===== src/rtl/fp_adder_arbiter.sv =====
// Round-robin arbiter that time-shares one combinational single-precision adder
// among NREQ requesters, returning a registered sum, flags and the owner's ID.

module fp_adder (
    input  logic [31:0] a,
    input  logic [31:0] b,
    output logic [31:0] sum,
    output logic        overflow,
    underflow
);
    logic        swap, x_nan, x_inf, y_inf, rnd;
    logic [31:0] x, y;
    logic [23:0] mx, my;
    logic [7:0]  d;
    logic [4:0]  dcl, lz;
    logic [55:0] wide;
    logic [26:0] mx27, my27, norm;
    logic [27:0] raw;
    logic [24:0] mant;
    logic signed [9:0] exp_n;

    always_comb begin
        sum       = '0;
        overflow  = 1'b0;
        underflow = 1'b0;
        // Order operands by magnitude so alignment only ever shifts y right.
        swap  = b[30:0] > a[30:0];
        x     = swap ? b : a;
        y     = swap ? a : b;
        x_nan = (x[30:23] == 8'hFF) && (x[22:0] != 23'd0);
        x_inf = x[30:0] == 31'h7F80_0000;
        y_inf = y[30:0] == 31'h7F80_0000;
        // Subnormal inputs are flushed to zero.
        mx    = {1'b1, x[22:0]};
        my    = (y[30:23] == 8'd0) ? 24'd0 : {1'b1, y[22:0]};
        d     = x[30:23] - y[30:23];
        dcl   = (d > 8'd31) ? 5'd31 : d[4:0];
        wide  = {my, 32'd0} >> dcl;
        my27  = {wide[55:30], |wide[29:0]};
        mx27  = {mx, 3'b000};
        raw   = (x[31] == y[31]) ? ({1'b0, mx27} + {1'b0, my27})
                                 : ({1'b0, mx27} - {1'b0, my27});
        exp_n = $signed({2'b00, x[30:23]});
        lz    = 5'd0;
        norm  = raw[26:0];
        if (raw[27]) begin
            norm  = {raw[27:2], raw[1] | raw[0]};
            exp_n = exp_n + 10'sd1;
        end else begin
            for (int i = 0; i < 27; i++) begin
                if (raw[i]) lz = 5'(26 - i);
            end
            norm  = raw[26:0] << lz;
            exp_n = exp_n - $signed({5'd0, lz});
        end
        // Round to nearest, ties to even, on guard/round/sticky.
        rnd  = norm[2] & (norm[1] | norm[0] | norm[3]);
        mant = {1'b0, norm[26:3]} + {24'd0, rnd};
        if (mant[24]) exp_n = exp_n + 10'sd1;

        if (x_nan || (x_inf && y_inf && (x[31] != y[31]))) begin
            sum = 32'h7FC0_0000;
        end else if (x[30:23] == 8'hFF) begin
            sum = x;
        end else if (x[30:23] == 8'd0) begin
            sum = {x[31] & y[31], 31'd0};
        end else if (raw == 28'd0) begin
            sum = 32'd0;
        end else if (exp_n >= 10'sd255) begin
            overflow = 1'b1;
            sum      = {x[31], 8'hFF, 23'd0};
        end else if (exp_n <= 10'sd0) begin
            underflow = 1'b1;
            sum       = {x[31], 31'd0};
        end else begin
            sum = {x[31], exp_n[7:0], mant[22:0]};
        end
    end
endmodule

module fp_adder_arbiter #(
    parameter int NREQ = 2,
    parameter int IDW  = 3,
    parameter int CNTW = 16
) (
    input  logic               clk,
    input  logic               rst,
    input  logic [NREQ-1:0]    req_valid,
    input  logic [32*NREQ-1:0] req_a,
    input  logic [32*NREQ-1:0] req_b,
    output logic [NREQ-1:0]    req_ready,
    output logic               rsp_valid,
    input  logic               rsp_ready,
    output logic [IDW-1:0]     rsp_id,
    output logic [31:0]        rsp_sum,
    output logic               rsp_ovf,
    output logic               rsp_unf,
    output logic               busy,
    output logic [CNTW-1:0]    ovf_count,
    output logic [CNTW-1:0]    unf_count
);
    typedef enum logic [1:0] {IDLE, CALC, RESP} state_t;

    state_t          state;
    logic [IDW-1:0]  ptr, op_id, grant;
    logic [31:0]     op_a, op_b, add_sum;
    logic            add_ovf, add_unf, any_valid;

    fp_adder u_fp_adder (
        .a         (op_a),
        .b         (op_b),
        .sum       (add_sum),
        .overflow  (add_ovf),
        .underflow (add_unf)
    );

    // Walk downwards so the requester closest to ptr is the last (winning) assignment.
    always_comb begin
        grant     = '0;
        any_valid = |req_valid;
        for (int k = NREQ - 1; k >= 0; k--) begin
            int idx;
            idx = int'(ptr) + k;
            if (idx >= NREQ) idx = idx - NREQ;
            if (req_valid[idx]) grant = IDW'(idx);
        end
    end

    for (genvar gi = 0; gi < NREQ; gi++) begin : g_ready
        assign req_ready[gi] = (state == IDLE) && !rst && any_valid && (grant == IDW'(gi));
    end

    assign busy = (state != IDLE);

    always_ff @(posedge clk) begin
        if (rst) begin
            state     <= IDLE;
            ptr       <= '0;
            op_a      <= '0;
            op_b      <= '0;
            op_id     <= '0;
            rsp_valid <= 1'b0;
            rsp_sum   <= '0;
            rsp_ovf   <= 1'b0;
            rsp_unf   <= 1'b0;
            rsp_id    <= '0;
            ovf_count <= '0;
            unf_count <= '0;
        end else begin
            case (state)
                IDLE: if (any_valid) begin
                    state <= CALC;
                    op_id <= grant;
                    for (int i = 0; i < NREQ; i++) begin
                        if (grant == IDW'(i)) begin
                            op_a <= req_a[32*i +: 32];
                            op_b <= req_b[32*i +: 32];
                        end
                    end
                end
                CALC: begin
                    state     <= RESP;
                    rsp_valid <= 1'b1;
                    rsp_sum   <= add_sum;
                    rsp_ovf   <= add_ovf;
                    rsp_unf   <= add_unf;
                    rsp_id    <= op_id;
                    if (add_ovf && (ovf_count != '1)) ovf_count <= ovf_count + 1'b1;
                    if (add_unf && (unf_count != '1)) unf_count <= unf_count + 1'b1;
                end
                RESP: if (rsp_ready) begin
                    state     <= IDLE;
                    rsp_valid <= 1'b0;
                    ptr       <= (rsp_id == IDW'(NREQ - 1)) ? '0 : rsp_id + 1'b1;
                end
                default: state <= IDLE;
            endcase
        end
    end
endmodule


===== config.mk =====
export PLATFORM = sky130hd
export DESIGN_NAME = fp_adder_arbiter
export DESIGN_NICKNAME = d
export VERILOG_FILES = /design/src/rtl/fp_adder_arbiter.sv
export SDC_FILE = /design/constraint.sdc
export NUM_CORES = 1
export LEC_CHECK = 0
export CORE_MARGIN = 3
export CORE_UTILIZATION = 54
export DETAILED_ROUTE_END_ITERATION = 10
export PLACE_DENSITY = 0.76
export SETUP_SLACK_MARGIN = 0.5
export SYNTH_ARGS = -nofsm -noshare
export SYNTH_HDL_FRONTEND = slang
export SYNTH_HIERARCHICAL = 1
export SYNTH_SLANG_ARGS = --single-unit

===== constraint.sdc =====
create_clock -name clk -period 17.4 [get_ports clk]
set_input_delay 3.48 -clock clk [delete_from_list [all_inputs] [get_ports clk]]
set_output_delay 3.48 -clock clk [all_outputs]
set_load 0.02 [all_outputs]

; ---- Word-level counts from Yosys, hierarchy flattened
; Cells that the tools add are included.
[word_totals]
reg_bits = 142
inputBits = 133
[classes]
addsub = 13
n_lt_le_gt_ge = 8
eq_ne = 13
n_shift = 2
muxes = 73
bitwise = 5
reduce_logical = 29
[ops]
columns = operator, n
row1 = $mux W32, 12
row2 = $mux W5, 29
row3 = $lt A32 B3 Y1 const B, 2
row4 = $eq A31 B31 Y1 const B, 2
row5 = $mux W31, 2
row6 = $shr A56 B5 Y56, 1
row7 = $add A16 B1 Y16 const B, 2
row8 = $ne A16 B16 Y1 const B, 2
row9 = $gt A31 B31 Y1, 1
row10 = $reduce_or A30 Y1, 1
row11 = $add A27 B27 Y28, 1
row12 = $logic_not A28 Y1, 1
row13 = $mux W28, 1
row14 = $sub A27 B27 Y28, 1
row15 = $mux W27, 1
row16 = $shl A27 B5 Y27, 1
row17 = $add A24 B1 Y25, 1
row18 = $mux W24, 1
row19 = $reduce_bool A23 Y1, 1
row20 = $mux W10, 2
row21 = $mux W1, 18
row22 = $logic_not A8 Y1, 2
row23 = $reduce_and A2 Y1, 6
row24 = $add A10 B2 Y10 const B, 1
row25 = other kinds (33), 51

; ---- Logic depth before layout (Yosys ltp)
[logic_depth]
depth_word = 53
mapped_depth = 79
ltp_nobuf = 65

; ---- Modules after synthesis
; The synthesis kept the hierarchy.
[by_module_without_submodules]
columns = mod, instances, cells_each, area_per_inst_um2, seq_area_each_um2
row1 = fp_adder, 1, 2057, 13469.2, 0.0
row2 = fp_adder_arbiter, 1, 788, 6427.4, 2842.7

; ---- Worst setup path after synthesis
; Ideal clock, no wire load.
[synth_timing]
path_type = flip-flop to flip-flop
startpoint = register op_a[28]
endpoint = register ovf_count[8]
arrival_time_ns = 13.552
slack_ns = 3.720
path_stages_with_launch = 70
n_path_buf = 14
path_cell_list = dfxtp_1 > inv_1 > ha_1 > buf_2 > nand4_1 > nor2_1 > a31oi_2 > a21o_2 > buf_4 > nand2_2 > buf_4 > buf_4 > clkbuf_1 > clkbuf_1 > clkbuf_1 > mux2i_1 > ha_1 > nand2_1 > [34 not listed] > buf_2 > buf_4 > buf_4 > a21oi_1 > o32ai_1 > ha_1 > nand3_1 > or4_4 > or4b_4 > nor3_4 > mux2i_1 > and2_1 > nor2_1 > nand3b_1 > or3_1 > a211oi_1 > xnor2_1 > nor2_1
[synth_between]
elab_chain_len = 52
[synth_lines]
columns = element, line_no
row1 = from (decl), 106  ; logic [31:0] op_a, op_b, add_sum;
row2 = from (signal assigned), 156  ; op_a <= req_a[32*i +: 32];
row3 = $gt A31 B31 Y1, 27  ; swap = b[30:0] > a[30:0];
row4 = $mux W32 (on tied branches), "28, 29"
row5 = $sub A8 B8 Y8, 36  ; d = x[30:23] - y[30:23];
row6 = $gt A8 B5 Y1, 37  ; dcl = (d > 8'd31) ? 5'd31 : d[4:0];
row7 = $mux W5, 37
row8 = $shr A56 B5 Y56, 38  ; wide = {my, 32'd0} >> dcl;
row9 = $reduce_or A30 Y1, 39  ; my27 = {wide[55:30], |wide[29:0]};
row10 = $sub A27 B27 Y28 / $add A27 B27 Y28 (equally long branches), "42, 41"
row11 = [37 not listed], n/a
row12 = $mux W1, 69  ; end else if (exp_n >= 10'sd255) begin
row13 = $mux W1, 67  ; end else if (raw == 28'd0) begin
row14 = $mux W1, 65  ; end else if (x[30:23] == 8'd0) begin
row15 = $mux W1, 63  ; end else if (x[30:23] == 8'hFF) begin
row16 = $mux W1 (*), 61  ; if (x_nan || (x_inf && y_inf && (x[31] != y[31]))) begin
row17 = net add_ovf, 107  ; logic add_ovf, add_unf, any_valid;
row18 = $logic_and A1 B1 Y1 (*), 168  ; if (add_ovf && (ovf_count != '1)) ovf_count <= ovf_count + 1'b1;
row19 = $reduce_and A2 Y1 (no line) (*), n/a
row20 = to (signal assigned), 168
row21 = to (decl), 99  ; output logic [CNTW-1:0] ovf_count,
; The timed path passes the listed nets; every way through them passes the cells marked *. The select of a mux whose other input is x is not followed.
; A chain may end at the register's enable or synchronous reset.

; ---- Worst setup path after layout
[layout_timing]
startpoint = register op_a[10]
endpoint = register ovf_count[15]
; The elaborated chain is that of the path after synthesis.

==> out/qor.txt <==
GR Util met1: 51.57%
# DRC: 0
Vert. Die Dim: 198.0 µm
Yosys top cell area share: 14.29%
Slowest-stage cell, CP: a211o_1
CP max FO: 40
top_reg_cell synth: dfxtp_1
top post-synthesis cells by area: dfxtp_1, ha_1, nand2_1
Clock Skews: 12.52 ps
Worst-Skew Late Latency: 430 ps
ys async rst share: 0%
Rows: 69
Cells after DPL: 3372
CP peak stage delay: 720 ps
post-DP HPWL: 62520 µm
total grt overflow: 0
M3 GR Usage: 9.239%
Worst R2R End: ovf_count[15]
crit path kind: flip-flop to flip-flop
IO buf count: 205
Iteration-0 DRC Markers: 3644
hold depth: 2
Nets: 3158
CTS Sinks: 142
met2 Usage GRT: 64.01%
Mapped Area: 19900 µm²
pwr dens: 209.8 nW/µm²
H-tree Lvls: 4
final hold viol count: 0
count of different cell masters after synthesis: 137
Hold EP: rsp_sum[13]
worst-case reg-to-reg path depth: 63
CP arrival: 16180 ps
DR vias: 24530
flops & latches, synth: 142
drt first pass iters: 7
final period utilization: 91.33%
routed length per instance: 24.40 µm
area of the die: 39180 µm²
global-route wire length before repair: 127400 µm
cell taking the most area after synthesis: dfxtp_1
io pins: 206
Most common cell on crit path: a21oi_1
YS warnings: 6
average cell area after synthesis: 6.994 µm²
syn_nets: 3073
postcts setup bufs: 0
R2R Setup Slk: 1510 ps
cts bufs inserted: 17
CP required: 17690 ps
final setup violating endpoints: 0
share of layout cells above drive strength 1: 8.461%
register area share after synthesis: 14.29%
fin. max-slew vios: 0
vias in the first global route: 22860
TritonCTS clock tree: done
Post-synth EDFFs: 0
routability cong.: 1.041
slew of the pin with the lowest slew margin: 1319 ps
commonest non-fill, non-tap cell in the layout: nand2_1
Worst VDD drop: 0.1023 mV
fin cells: 3405
clock buffer depth: 2
TNS Setup: 0 ps
CTS Root Cell: clkbuf_16
CP Capture Type: flip-flop
die width: 198.0 µm
vias per cell: 7.205
Layout area overhead: 13.77%
DRT Wirelength: 83070 µm
post-placement setup slack: 1865 ps
Worst-path clk slew: 70 ps
max_cap viols: 0
Relative slew margins: 11.68%
Setup WS post-layout: 1509 ps
Hold Path Class: flip-flop to flip-flop
worst hold start: rsp_sum[13]
Total GRT Usage: 40.29%
commonest cells after routing, fill and taps aside: nand2_1, nor2_1, clkdlybuf4s50_1
Tot Pwr: 4.750 mW
initial core utilization: 55.40%
crit path time final: 15890 ps
RSZ-0062 raised after global routing: no
core box area: 35910 µm²
initial antenna violation count: 0
max frequency: 62.93 MHz
Final ANT Viol Nets: 0
Setup crit start kind: flip-flop
status: finished clean
Core Util, Final: 63.03%
Leak Pwr: 8.378 nW
cts hold-fix bufs: 0
largest net degree at the start of global routing: 96
gr busiest metal: met2
Gate Count Post-Synth: 2845
start of the worst register-to-register path: op_a[10]
-- flip-flops by register name, indices dropped and copies added, names as in the netlist --
register	count
op_a	32
op_b	32
rsp_sum	32
ovf_count	16
unf_count	16
op_id	3
ptr	3
rsp_id	3
state	2
rsp_ovf	1
rsp_unf	1
rsp_valid	1
-- Yosys cell counts (60+ instances only) --
library cell	n
o21ai_0	166
nand2_1	308
nor3_1	78
inv_1	110
ha_1	93
a21oi_1	191
nor2_1	276
nand4_1	109
a311oi_1	74
mux2i_1	60
clkbuf_1	116
dfxtp_1	142
nand3_1	92
-- critical path: cells and delay by family (launching register included) --
kind / cells / cell delay [ps]
fa+ha+maj: 5 / 1610
xor+xnor: 4 / 780
compound gates: 25 / 7080
flops: 1 / 470
simple gates: 20 / 3860
buf+inv: 8 / 1710
mux: 1 / 160
-- what timing repair did --
item	CTS	global route
setup endpoints to repair	0	5
resized for setup	0	4
endpoints found under the hold margin	0	0
-- power by group --
group / leakage (nW) / total (mW) / internal [mW] / switching (mW)
clock: 0.288 / 0.365 / 0.205 / 0.160
sequential: 1.16 / 0.434 / 0.374 / 0.0603
combinational: 6.93 / 3.95 / 1.33 / 2.63
total: 8.38 / 4.75 / 1.90 / 2.85
-- layout make-up --
| cell class | count | area (µm²) |
|---|---|---|
| multi-input cells | 2390 | 15690 |
| fillers | 3135 | 13280 |
| flip-flops and latches | 142 | 2843 |
| repair buffers | 264 | 2492 |
| well taps | 461 | 576.8 |
| inverters | 115 | 434.2 |
| clock buffers | 17 | 425.4 |
| clock inverters | 15 | 171.4 |
| diodes | 1 | 2.502 |
-- cells by family after synthesis --
logic type | count (synthesis) | share of synthesized area [%]
xor+xnor | 77 | 3.465
fa+ha+maj | 95 | 6.050
flops | 142 | 14.29
buf+inv | 313 | 7.207
simple gates | 1203 | 31.78
compound gates | 941 | 33.31
mux | 74 | 3.899
-- stage by stage --
stage	instance area, µm²	hold WS (ps)
4_1_cts	22610	457.0
3_3_place_gp	22020	446.7
2_1_floorplan	19900	432.3
5_1_grt	22630	473.0
6_report	22640	454.5
3_5_place_dp	22020	447.4
-- per-layer routing --
layer  share of wire, %  wire (µm)  up-vias
met2                 44      36460     1817
met4                5.9       4867        0
met5                  0          0        -
met1                 38      31650    11350
met3                 12      10100      384
li1                   -          -    10980
-- how the worst max path moves through the flow --
stage	to	from	depth (start not counted)
final	ovf_count[15]	op_a[10]	63
after global routing	ovf_count[15]	op_a[23]	59
after CTS	ovf_count[15]	op_a[23]	64
after detailed placement	ovf_count[15]	op_a[23]	64
after global placement	ovf_count[15]	op_a[23]	55
after floorplan	ovf_count[8]	op_a[28]	69
No activity file was read; power rests on OpenSTA's default activity.
